**src/rtl/serial_frame_scheduler_pkg.sv**
```systemverilog
// Shared types and constants for the serial frame scheduler.
package serial_frame_scheduler_pkg;
  localparam int DEF_N_REQ  = 4;
  localparam int DEF_DATA_W = 8;

  typedef enum logic [2:0] {IDLE, CLEAR, SHIFT, DRAIN, REPORT} state_t;

  function automatic int clog2(input int v);
    int r;
    r = 0;
    while ((1 << r) < v) r++;
    return r;
  endfunction
endpackage

```
**src/rtl/serial_frame_scheduler_if.sv**
```systemverilog
// Requester and detector-facing signals of the serial frame scheduler.
interface serial_frame_scheduler_if #(
  parameter int N_REQ  = 4,
  parameter int DATA_W = 8,
  parameter int ID_W   = 2,
  parameter int CNT_W  = 4
);
  logic [N_REQ-1:0]        req;
  logic [N_REQ*DATA_W-1:0] data_in;
  logic [N_REQ-1:0]        grant;
  logic                    busy;
  logic                    x_out;
  logic                    det_rst_n;
  logic                    y_in;
  logic                    done;
  logic [ID_W-1:0]         done_id;
  logic [CNT_W-1:0]        hit_count;

  modport master (output req, data_in, y_in,
                  input  grant, busy, x_out, det_rst_n, done, done_id, hit_count);
  modport slave  (input  req, data_in, y_in,
                  output grant, busy, x_out, det_rst_n, done, done_id, hit_count);
endinterface

```
**src/rtl/serial_frame_scheduler_rr_arbiter.sv**
```systemverilog
// Combinational round-robin pick: first set req bit at or above ptr, with wrap.
module rr_arbiter #(
  parameter int N    = 4,
  parameter int ID_W = 2
) (
  input  logic [N-1:0]    req,
  input  logic [ID_W-1:0] ptr,
  output logic [N-1:0]    gnt,
  output logic [ID_W-1:0] idx,
  output logic            vld
);
  // Walk offsets from far to near so the closest requester wins last.
  always_comb begin
    gnt = '0;
    idx = '0;
    vld = 1'b0;
    for (int o = N - 1; o >= 0; o--) begin
      if (req[(int'(ptr) + o) % N]) begin
        gnt = '0;
        gnt[(int'(ptr) + o) % N] = 1'b1;
        idx = ID_W'((int'(ptr) + o) % N);
        vld = 1'b1;
      end
    end
  end
endmodule

```
**src/rtl/serial_frame_scheduler.sv**
```systemverilog
// Round-robin frame scheduler feeding one shared serial sequence detector.
module serial_frame_scheduler
  import serial_frame_scheduler_pkg::*;
#(
  parameter int N_REQ  = DEF_N_REQ,
  parameter int DATA_W = DEF_DATA_W,
  parameter int LAG    = 0,
  parameter int ID_W   = clog2(N_REQ),
  parameter int CNT_W  = clog2(DATA_W + 1)
) (
  input logic                    clock,
  input logic                    reset,
  serial_frame_scheduler_if.slave bus
);
  localparam int PW = clog2(DATA_W + LAG + 1);

  state_t            state, state_nxt;
  logic [ID_W-1:0]   rr_ptr, cur_id, arb_idx;
  logic [N_REQ-1:0]  arb_gnt;
  logic              arb_vld;
  logic [DATA_W-1:0] shift_reg;
  logic [PW-1:0]     bit_cnt;
  logic [CNT_W-1:0]  cnt;
  logic              cnt_en;

  rr_arbiter #(.N(N_REQ), .ID_W(ID_W)) u_arb (
    .req (bus.req),
    .ptr (rr_ptr),
    .gnt (arb_gnt),
    .idx (arb_idx),
    .vld (arb_vld)
  );

  // Grant is suppressed while reset is low so no frame looks accepted then.
  assign bus.grant = (state == IDLE && reset) ? arb_gnt : '0;

  always_comb begin
    state_nxt = state;
    cnt_en    = 1'b0;
    case (state)
      IDLE:   if (arb_vld) state_nxt = CLEAR;
      CLEAR:  state_nxt = SHIFT;
      SHIFT:  if (bit_cnt == PW'(DATA_W - 1)) state_nxt = (LAG > 0) ? DRAIN : REPORT;
      DRAIN:  if (bit_cnt == PW'(DATA_W + LAG - 1)) state_nxt = REPORT;
      REPORT: state_nxt = IDLE;
      default: state_nxt = IDLE;
    endcase
    // Window skips the first LAG shift cycles and adds LAG drain cycles.
    if (((state == SHIFT && ({1'b0, bit_cnt} + 1'b1) > (PW + 1)'(LAG)) || state == DRAIN)
        && bus.y_in && cnt != CNT_W'(DATA_W))
      cnt_en = 1'b1;
  end

  always_ff @(posedge clock) begin
    if (!reset) begin
      state         <= IDLE;
      rr_ptr        <= '0;
      cur_id        <= '0;
      shift_reg     <= '0;
      bit_cnt       <= '0;
      cnt           <= '0;
      bus.busy      <= 1'b0;
      bus.x_out     <= 1'b0;
      bus.det_rst_n <= 1'b0;
      bus.done      <= 1'b0;
      bus.done_id   <= '0;
      bus.hit_count <= '0;
    end else begin
      state         <= state_nxt;
      bus.busy      <= (state_nxt != IDLE);
      bus.det_rst_n <= (state_nxt == SHIFT || state_nxt == DRAIN);
      bus.done      <= (state_nxt == REPORT);
      bus.x_out     <= 1'b0;
      case (state)
        IDLE: if (arb_vld) begin
          shift_reg <= bus.data_in[int'(arb_idx)*DATA_W +: DATA_W];
          cur_id    <= arb_idx;
          rr_ptr    <= (int'(arb_idx) == N_REQ - 1) ? '0 : arb_idx + 1'b1;
        end
        CLEAR: begin
          cnt       <= '0;
          bit_cnt   <= '0;
          bus.x_out <= shift_reg[DATA_W-1];
          shift_reg <= {shift_reg[DATA_W-2:0], 1'b0};
        end
        SHIFT, DRAIN: begin
          bit_cnt <= bit_cnt + 1'b1;
          if (cnt_en) cnt <= cnt + 1'b1;
          if (state_nxt == SHIFT) begin
            bus.x_out <= shift_reg[DATA_W-1];
            shift_reg <= {shift_reg[DATA_W-2:0], 1'b0};
          end
        end
        default: ;
      endcase
      // Result registers load on entry to REPORT and hold until the next one.
      if (state_nxt == REPORT) begin
        bus.done_id   <= cur_id;
        bus.hit_count <= cnt + CNT_W'(cnt_en);
      end
    end
  end
endmodule

```
**src/flat_wrapper.sv**
```systemverilog
// flat-port wrapper written by rule: the top's interface ports become plain ports
module serial_frame_scheduler_flat import serial_frame_scheduler_pkg::*;
#(
  parameter int N_REQ  = DEF_N_REQ,
  parameter int DATA_W = DEF_DATA_W,
  parameter int LAG    = 0,
  parameter int ID_W   = clog2(N_REQ),
  parameter int CNT_W  = clog2(DATA_W + 1)
)
  (clock, reset, bus_req, bus_data_in, bus_y_in, bus_grant, bus_busy, bus_x_out, bus_det_rst_n, bus_done, bus_done_id, bus_hit_count);
  serial_frame_scheduler_if #(.N_REQ(N_REQ), .DATA_W(DATA_W), .ID_W(ID_W), .CNT_W(CNT_W)) bus_i ();
  input logic clock;
  input logic reset;
  input wire logic [$bits(bus_i.req)-1:0] bus_req;
  input wire logic [$bits(bus_i.data_in)-1:0] bus_data_in;
  input wire logic [$bits(bus_i.y_in)-1:0] bus_y_in;
  output wire logic [$bits(bus_i.grant)-1:0] bus_grant;
  output wire logic [$bits(bus_i.busy)-1:0] bus_busy;
  output wire logic [$bits(bus_i.x_out)-1:0] bus_x_out;
  output wire logic [$bits(bus_i.det_rst_n)-1:0] bus_det_rst_n;
  output wire logic [$bits(bus_i.done)-1:0] bus_done;
  output wire logic [$bits(bus_i.done_id)-1:0] bus_done_id;
  output wire logic [$bits(bus_i.hit_count)-1:0] bus_hit_count;
  assign bus_i.req = bus_req;
  assign bus_i.data_in = bus_data_in;
  assign bus_i.y_in = bus_y_in;
  assign bus_grant = bus_i.grant;
  assign bus_busy = bus_i.busy;
  assign bus_x_out = bus_i.x_out;
  assign bus_det_rst_n = bus_i.det_rst_n;
  assign bus_done = bus_i.done;
  assign bus_done_id = bus_i.done_id;
  assign bus_hit_count = bus_i.hit_count;
  serial_frame_scheduler #(.N_REQ(N_REQ), .DATA_W(DATA_W), .LAG(LAG), .ID_W(ID_W), .CNT_W(CNT_W)) u_core (.clock(clock), .reset(reset), .bus(bus_i));
endmodule
```
**config.mk**
```make
export PLATFORM = sky130hd
export DESIGN_NAME = serial_frame_scheduler_flat
export DESIGN_NICKNAME = d
export VERILOG_FILES = /design/src/rtl/serial_frame_scheduler_pkg.sv /design/src/rtl/serial_frame_scheduler_if.sv /design/src/rtl/serial_frame_scheduler_rr_arbiter.sv /design/src/rtl/serial_frame_scheduler.sv /design/src/flat_wrapper.sv
export SDC_FILE = /design/constraint.sdc
export NUM_CORES = 1
export LEC_CHECK = 0
export ABC_AREA = 1
export CAP_MARGIN = 20
export CORE_MARGIN = 4
export CORE_UTILIZATION = 45
export DETAILED_ROUTE_END_ITERATION = 10
export GPL_ROUTABILITY_DRIVEN = 0
export PLACE_DENSITY = 0.82
export SLEW_MARGIN = 20
export SYNTH_ARGS = -nofsm -noshare
export SYNTH_HDL_FRONTEND = slang
export SYNTH_SLANG_ARGS = --single-unit
```
**constraint.sdc**
```tcl
create_clock -name clock -period 2.8 [get_ports clock]
set_clock_uncertainty 0.1 [all_clocks]
set_input_delay 0.7 -clock clock [delete_from_list [all_inputs] [get_ports clock]]
set_output_delay 0.7 -clock clock [all_outputs]
set_load 0.02 [all_outputs]
```
==> results of run 1 <==
==> cell type report <==
type | instances | area share, %
tap | 67 | 2.66
inverter | 41 | 5.27
timing repair buffer | 79 | 22.6
clock inverter | 2 | 1.11
clock buffer | 5 | 2.18
sequential | 33 | 21.1
multi-input combinational | 234 | 45.0
==> where the power goes <==
group	leakage, nW	switching (mW)	internal, mW
logic	1.08	1.28	0.893
clock network	0.0540	0.179	0.259
registers	0.271	0.0556	0.566
total	1.41	1.52	1.72
==> synth_stat cells <==
library cell  number
a211oi_1           1
a21oi_1           26
a221oi_1           1
a31oi_1            2
and3_1             1
buf_12             1
buf_2              1
buf_6              3
clkbuf_1           2
clkinv_1           2
dfxtp_1           33
ha_1              12
inv_1             32
inv_2              4
inv_4              1
inv_6              2
nand2_1           45
nand2_2            9
nand2_4            7
nand2_8            1
nand3_1           48
nand3_2            6
nand3b_1           2
nand3b_4           1
nand4_1            3
nor2_1            30
nor2_2             4
nor3_1             5
nor3b_1            1
o211ai_1           1
o21a_1             2
o21ai_0           13
o21ai_1            6
o221ai_1           2
o22ai_1            1
o31ai_1            1
or2_2              1
xnor2_1            1
xor2_1             1
==> through the flow <==
| stage | setup TNS (ps) | util (%) | area, sq um |
|---|---|---|---|
| global placement | -2350 | 61.2 | 2910 |
| global route | -56.4 | 66.4 | 3160 |
| detailed placement | -2480 | 61.2 | 2910 |
| CTS | 0 | 63.8 | 3030 |
| floorplan | 0 | - | 2230 |
| finish | 0 | 66.4 | 3160 |
==> path summary, 6_finish.rpt <==
path | start | end | slack [ps] | cells after the start
worst max-delay path | u_core.rr_ptr[0] | bus_grant[3] | 50 | 10
worst max register to register | u_core.rr_ptr[0] | u_core.shift_reg[7] | 520 | 15
worst min-delay path | u_core.shift_reg[7] | u_core.bus.x_out | 380 | 2
worst min register to register | u_core.shift_reg[7] | u_core.bus.x_out | 380 | 2
==> per-layer routing <==
metal,global-route usage (%),wire length [microns],vias to the layer above
met5,0,0,-
met4,7.87,156,0
met3,4.59,245,18
met2,34.1,3100,66
met1,23.8,2560,1106
li1,-,-,1205
==> repair_timing <==
item,in CTS,in global routing
hold endpoints to repair,0,0
pin swaps,4,14
endpoints found under the setup margin,4,4
gates cloned,0,0
setup buffers,2,7
resized for setup,35,21
==> worst max-delay path: cells and delay by family, from the launching register on <==
| family | cells | cell delay [ps] |
|---|---|---|
| buffers and inverters | 4 | 350 |
| adders and majority gates | 1 | 280 |
| AOI/OAI and AO/OA | 2 | 190 |
| and+or+nand+nor | 3 | 450 |
| DFF | 1 | 370 |
==> kinds of logic after synthesis <==
family                     share of synthesized area (%)
AOI/OAI and AO/OA                                   13.8
xor gates and xnor gates                           0.786
adders and majority gates                           6.73
buffers and inverters                               10.4
DFF                                                 29.6
and+or+nand+nor                                     38.6
==> results.sh, run 1 <==
export IMPL_outcome="finished, final reports clean"
export IMPL_end_kind="primary output"
export IMPL_core_area_sq_um=4750
export IMPL_die_h_microns=78.4
export IMPL_rows=25
export IMPL_cts_root_buf="clkbuf_8"
export IMPL_cpPeakStageDelay_ps=370
export IMPL_fin_crit_sh_pct=98.2
export IMPL_drc=0
export IMPL_fmax_ghz=0.364
export IMPL_drtIter0Drc=133
export IMPL_grt_pass1_vias=2230
export IMPL_tightest_slew_ps=534
export IMPL_synthCells=315
export IMPL_fin_nets=445
export IMPL_drive_above_1_share_pct=23.6
export IMPL_drv_slew=0
export IMPL_syn_num_nets=366
export IMPL_clk_latency_ps=290
export IMPL_cts_tree="done"
export IMPL_numCtsBuffers=5
export IMPL_grt_pass1_wl_microns=9870
export IMPL_critPathMaxFanout=7
export IMPL_synth_top_area_cell="dfxtp_1"
export IMPL_grt_overflow=0
export IMPL_p_per_area_nw_per_um2=1030
export IMPL_worstPathCellList="inv_6, ha_4, buf_6, nand3_4, nand2_4, inv_6, or2_2, a21oi_2, a211oi_2, buf_4"
export IMPL_crit_type="reg2out"
export IMPL_leakagePower_nw=1.41
export IMPL_regArea_sq_um=666
export IMPL_multi_input_area_sq_um=1420
export IMPL_synthToLayoutAreaGrowth_pct=41.5
export IMPL_htree_levels=2
export IMPL_ioPinCount=53
export IMPL_synth_top_area_share_pct=29.6
export IMPL_die_area_sq_um=6140
export IMPL_dieWidth_microns=78.4
export IMPL_instances_no_fill=461
export IMPL_startpoint_type="register"
export IMPL_setup_viol=0
export IMPL_cap_violations=0
export IMPL_initial_core_util_pct=46.9
export IMPL_worstPathRequired_ps=2000
export IMPL_synth_area_leaders="dfxtp_1, nand3_1, nand2_1"
export IMPL_clk_pin_slew_ps=70
export IMPL_slew_limit_headroom_pct=64.3
export IMPL_first_pass_iters=4
export IMPL_whs_ps=382
export IMPL_avgSynthCellArea_sq_um=7.08
export IMPL_syn_area_sq_um=2230
export IMPL_num_vias=2395
export IMPL_ant_nets=0
export IMPL_totalPowerFinal_mw=3.24
export IMPL_grt_max_degree=26
export IMPL_slowest_stage="dfxtp_4"
export IMPL_dp_slack_ps=-630
export IMPL_ys_warn_count=0
export IMPL_period_minus_slack_ps=2750
export IMPL_dpl_cell_count=445
export IMPL_final_cell_mix="nand3_1, clkdlybuf4s50_1, nand2_1"
export IMPL_fillers=419
export IMPL_routed_wl_microns=6060
export IMPL_diodes=0
export IMPL_portBuffers=52
export IMPL_wire_per_inst_microns=13.1
export IMPL_synth_seq_area_share_pct=29.6
export IMPL_cp_data_arrival_time_ps=1950
export IMPL_cts_sinks=33
export IMPL_hold_violations=0
export IMPL_grt_antenna_before_repair=0
export IMPL_final_common_cell="nand3_1"
export IMPL_viasPerCell=5.20
export IMPL_layout_setup_ws_ps=50.9
export IMPL_largest_reg_flops=8
export IMPL_clk_path_buf_depth=2
export IMPL_ctsHoldBuffers=0
export IMPL_peakVddDrop_uv=637
export IMPL_grt_usage_pct=19.8
export IMPL_crit_path_frequent_cell="inv_6"
export IMPL_synth_seq_cells=33
export IMPL_yosysUniqueCellTypes=39
export IMPL_hpwlAfterDp_microns=4340
export IMPL_hp_class="reg2reg"
No activity file was read; power rests on OpenSTA's default activity.
==> run 2: changes to the inputs <==
Settings changed: CORE_MARGIN 4 to 1.
==> run 2 against run 1 <==
  * The run now ends with negative setup slack left
  * Setup slack worse by 92 ps
  * Non-clock buffer count is 2 lower
  * Count of clock-buffer cells in the layout did not move
  * Global-route usage up 3.4 points
  * Design area grew 0.59%
  * Hold slack better by 2.2 ps
  * Highest routed layer unchanged
  * Critical path depth unchanged
  * Core utilization up 0.39 points
  * Power is 1.9% higher
  * Sequential power about the same
  * Clock power shrank 3%
==> results.sh, run 2 (synthesis results as in run 1) <==
export IMPL_outcome="complete, but fails checks"
export IMPL_violations="negative setup slack"
export IMPL_dieWidth_microns=72.4
export IMPL_whs_ps=384
export IMPL_first_pass_iters=4
export IMPL_initial_core_util_pct=46.9
export IMPL_cts_tree="done"
export IMPL_grt_antenna_before_repair=0
export IMPL_setup_viol=1
export IMPL_die_area_sq_um=5240
export IMPL_final_common_cell="nand3_1"
export IMPL_grt_max_degree=26
export IMPL_worstPathRequired_ps=2000
export IMPL_drive_above_1_share_pct=24.7
export IMPL_viasPerCell=5.20
export IMPL_dp_slack_ps=-669
export IMPL_clk_pin_slew_ps=70
export IMPL_drv_slew=0
export IMPL_largest_reg_flops=8
export IMPL_drc=0
export IMPL_leakagePower_nw=1.40
export IMPL_grt_pass1_vias=2182
export IMPL_startpoint_type="primary input"
export IMPL_peakVddDrop_uv=447
export IMPL_drtIter0Drc=122
export IMPL_routed_wl_microns=6050
export IMPL_ioPinCount=53
export IMPL_critPathMaxFanout=4
export IMPL_hpwlAfterDp_microns=4210
export IMPL_grt_pass1_wl_microns=9560
export IMPL_crit_type="in2out"
export IMPL_wire_per_inst_microns=13.2
export IMPL_fmax_ghz=0.352
export IMPL_cp_data_arrival_time_ps=2040
export IMPL_fin_nets=443
export IMPL_layout_setup_ws_ps=-40.9
export IMPL_cap_violations=0
export IMPL_portBuffers=52
export IMPL_ant_nets=0
export IMPL_clk_path_buf_depth=2
export IMPL_rows=25
export IMPL_die_h_microns=72.4
export IMPL_clk_latency_ps=280
export IMPL_end_kind="primary output"
export IMPL_final_cell_mix="nand3_1, clkdlybuf4s50_1, nand2_1"
export IMPL_diodes=0
export IMPL_htree_levels=2
export IMPL_grt_usage_pct=23.2
export IMPL_numCtsBuffers=5
export IMPL_hold_violations=0
export IMPL_hp_class="reg2reg"
export IMPL_slew_limit_headroom_pct=65.1
export IMPL_ctsHoldBuffers=0
export IMPL_grt_overflow=0
export IMPL_cts_root_buf="clkbuf_8"
export IMPL_period_minus_slack_ps=2840
export IMPL_fin_crit_sh_pct=101
export IMPL_final_core_util_pct=66.8
export IMPL_synthToLayoutAreaGrowth_pct=42.4
export IMPL_cts_sinks=33
export IMPL_core_area_sq_um=4750
export IMPL_num_vias=2389
export IMPL_setup_tns_ps=-40.9
export IMPL_tightest_slew_ps=521
export IMPL_p_per_area_nw_per_um2=1040
[run 2: area by class of cell]
cell class	count	area [sq um]
sequential	33	666
timing repair buffer	77	683
fill	394	1580
multi-input combinational	234	1470
inverter	41	169
clock inverter	2	35.0
clock buffer	5	68.8
tap	67	83.8
[run 2: power breakdown]
part	internal (mW)	total [mW]	switching [mW]	leakage, nW
clock	0.258	0.426	0.168	0.0540
combinational	0.904	2.25	1.35	1.08
sequential	0.566	0.623	0.0563	0.271
[run 2: metrics by stage]
stage,power (mW),cells,cell area (sq um)
global placement,2.48,446,2920
CTS,3.10,455,3080
floorplan,2.05,315,2230
global route,3.54,459,3170
finish,3.30,459,3170
detailed placement,2.54,446,2920
[run 2: worst paths after layout]
path / startpoint / end / slack, ps / cells past startpoint
hold reg to reg: u_core.bit_cnt[0] / u_core.bit_cnt[0] / 380 / 1
setup / recovery: bus_req[2] / bus_grant[0] / -40 / 10
setup reg to reg: u_core.rr_ptr[1] / u_core.shift_reg[7] / 540 / 16
hold / removal: u_core.bit_cnt[0] / u_core.bit_cnt[0] / 380 / 1
[run 2: worst max-delay path, cell delays in order]
cell	delay [ps]
clkdlybuf4s15_1	180
inv_2	50
nand2_2	80
nand3_2	130
nand2_4	140
nand2_8	70
o221ai_4	160
a21oi_2	80
nor3_1	230
buf_2	220
[run 2: per-layer routing]
layer  vias to the layer above  global-route usage, %  wire length, microns
met5                         -                      0                     0
met1                      1097                   27.3                  2540
met4                         0                   7.41                   114
met2                        75                   42.0                  3180
met3                        14                   4.44                   211
li1                       1203                      -                     -
[run 2: repair_timing]
| item | CTS | global route |
|---|---|---|
| pin swaps | 10 | 10 |
| setup endpoints to repair | 4 | 4 |
| setup buffers | 2 | 4 |
| endpoints found under the hold margin | 0 | 0 |
| resized for setup | 44 | 21 |
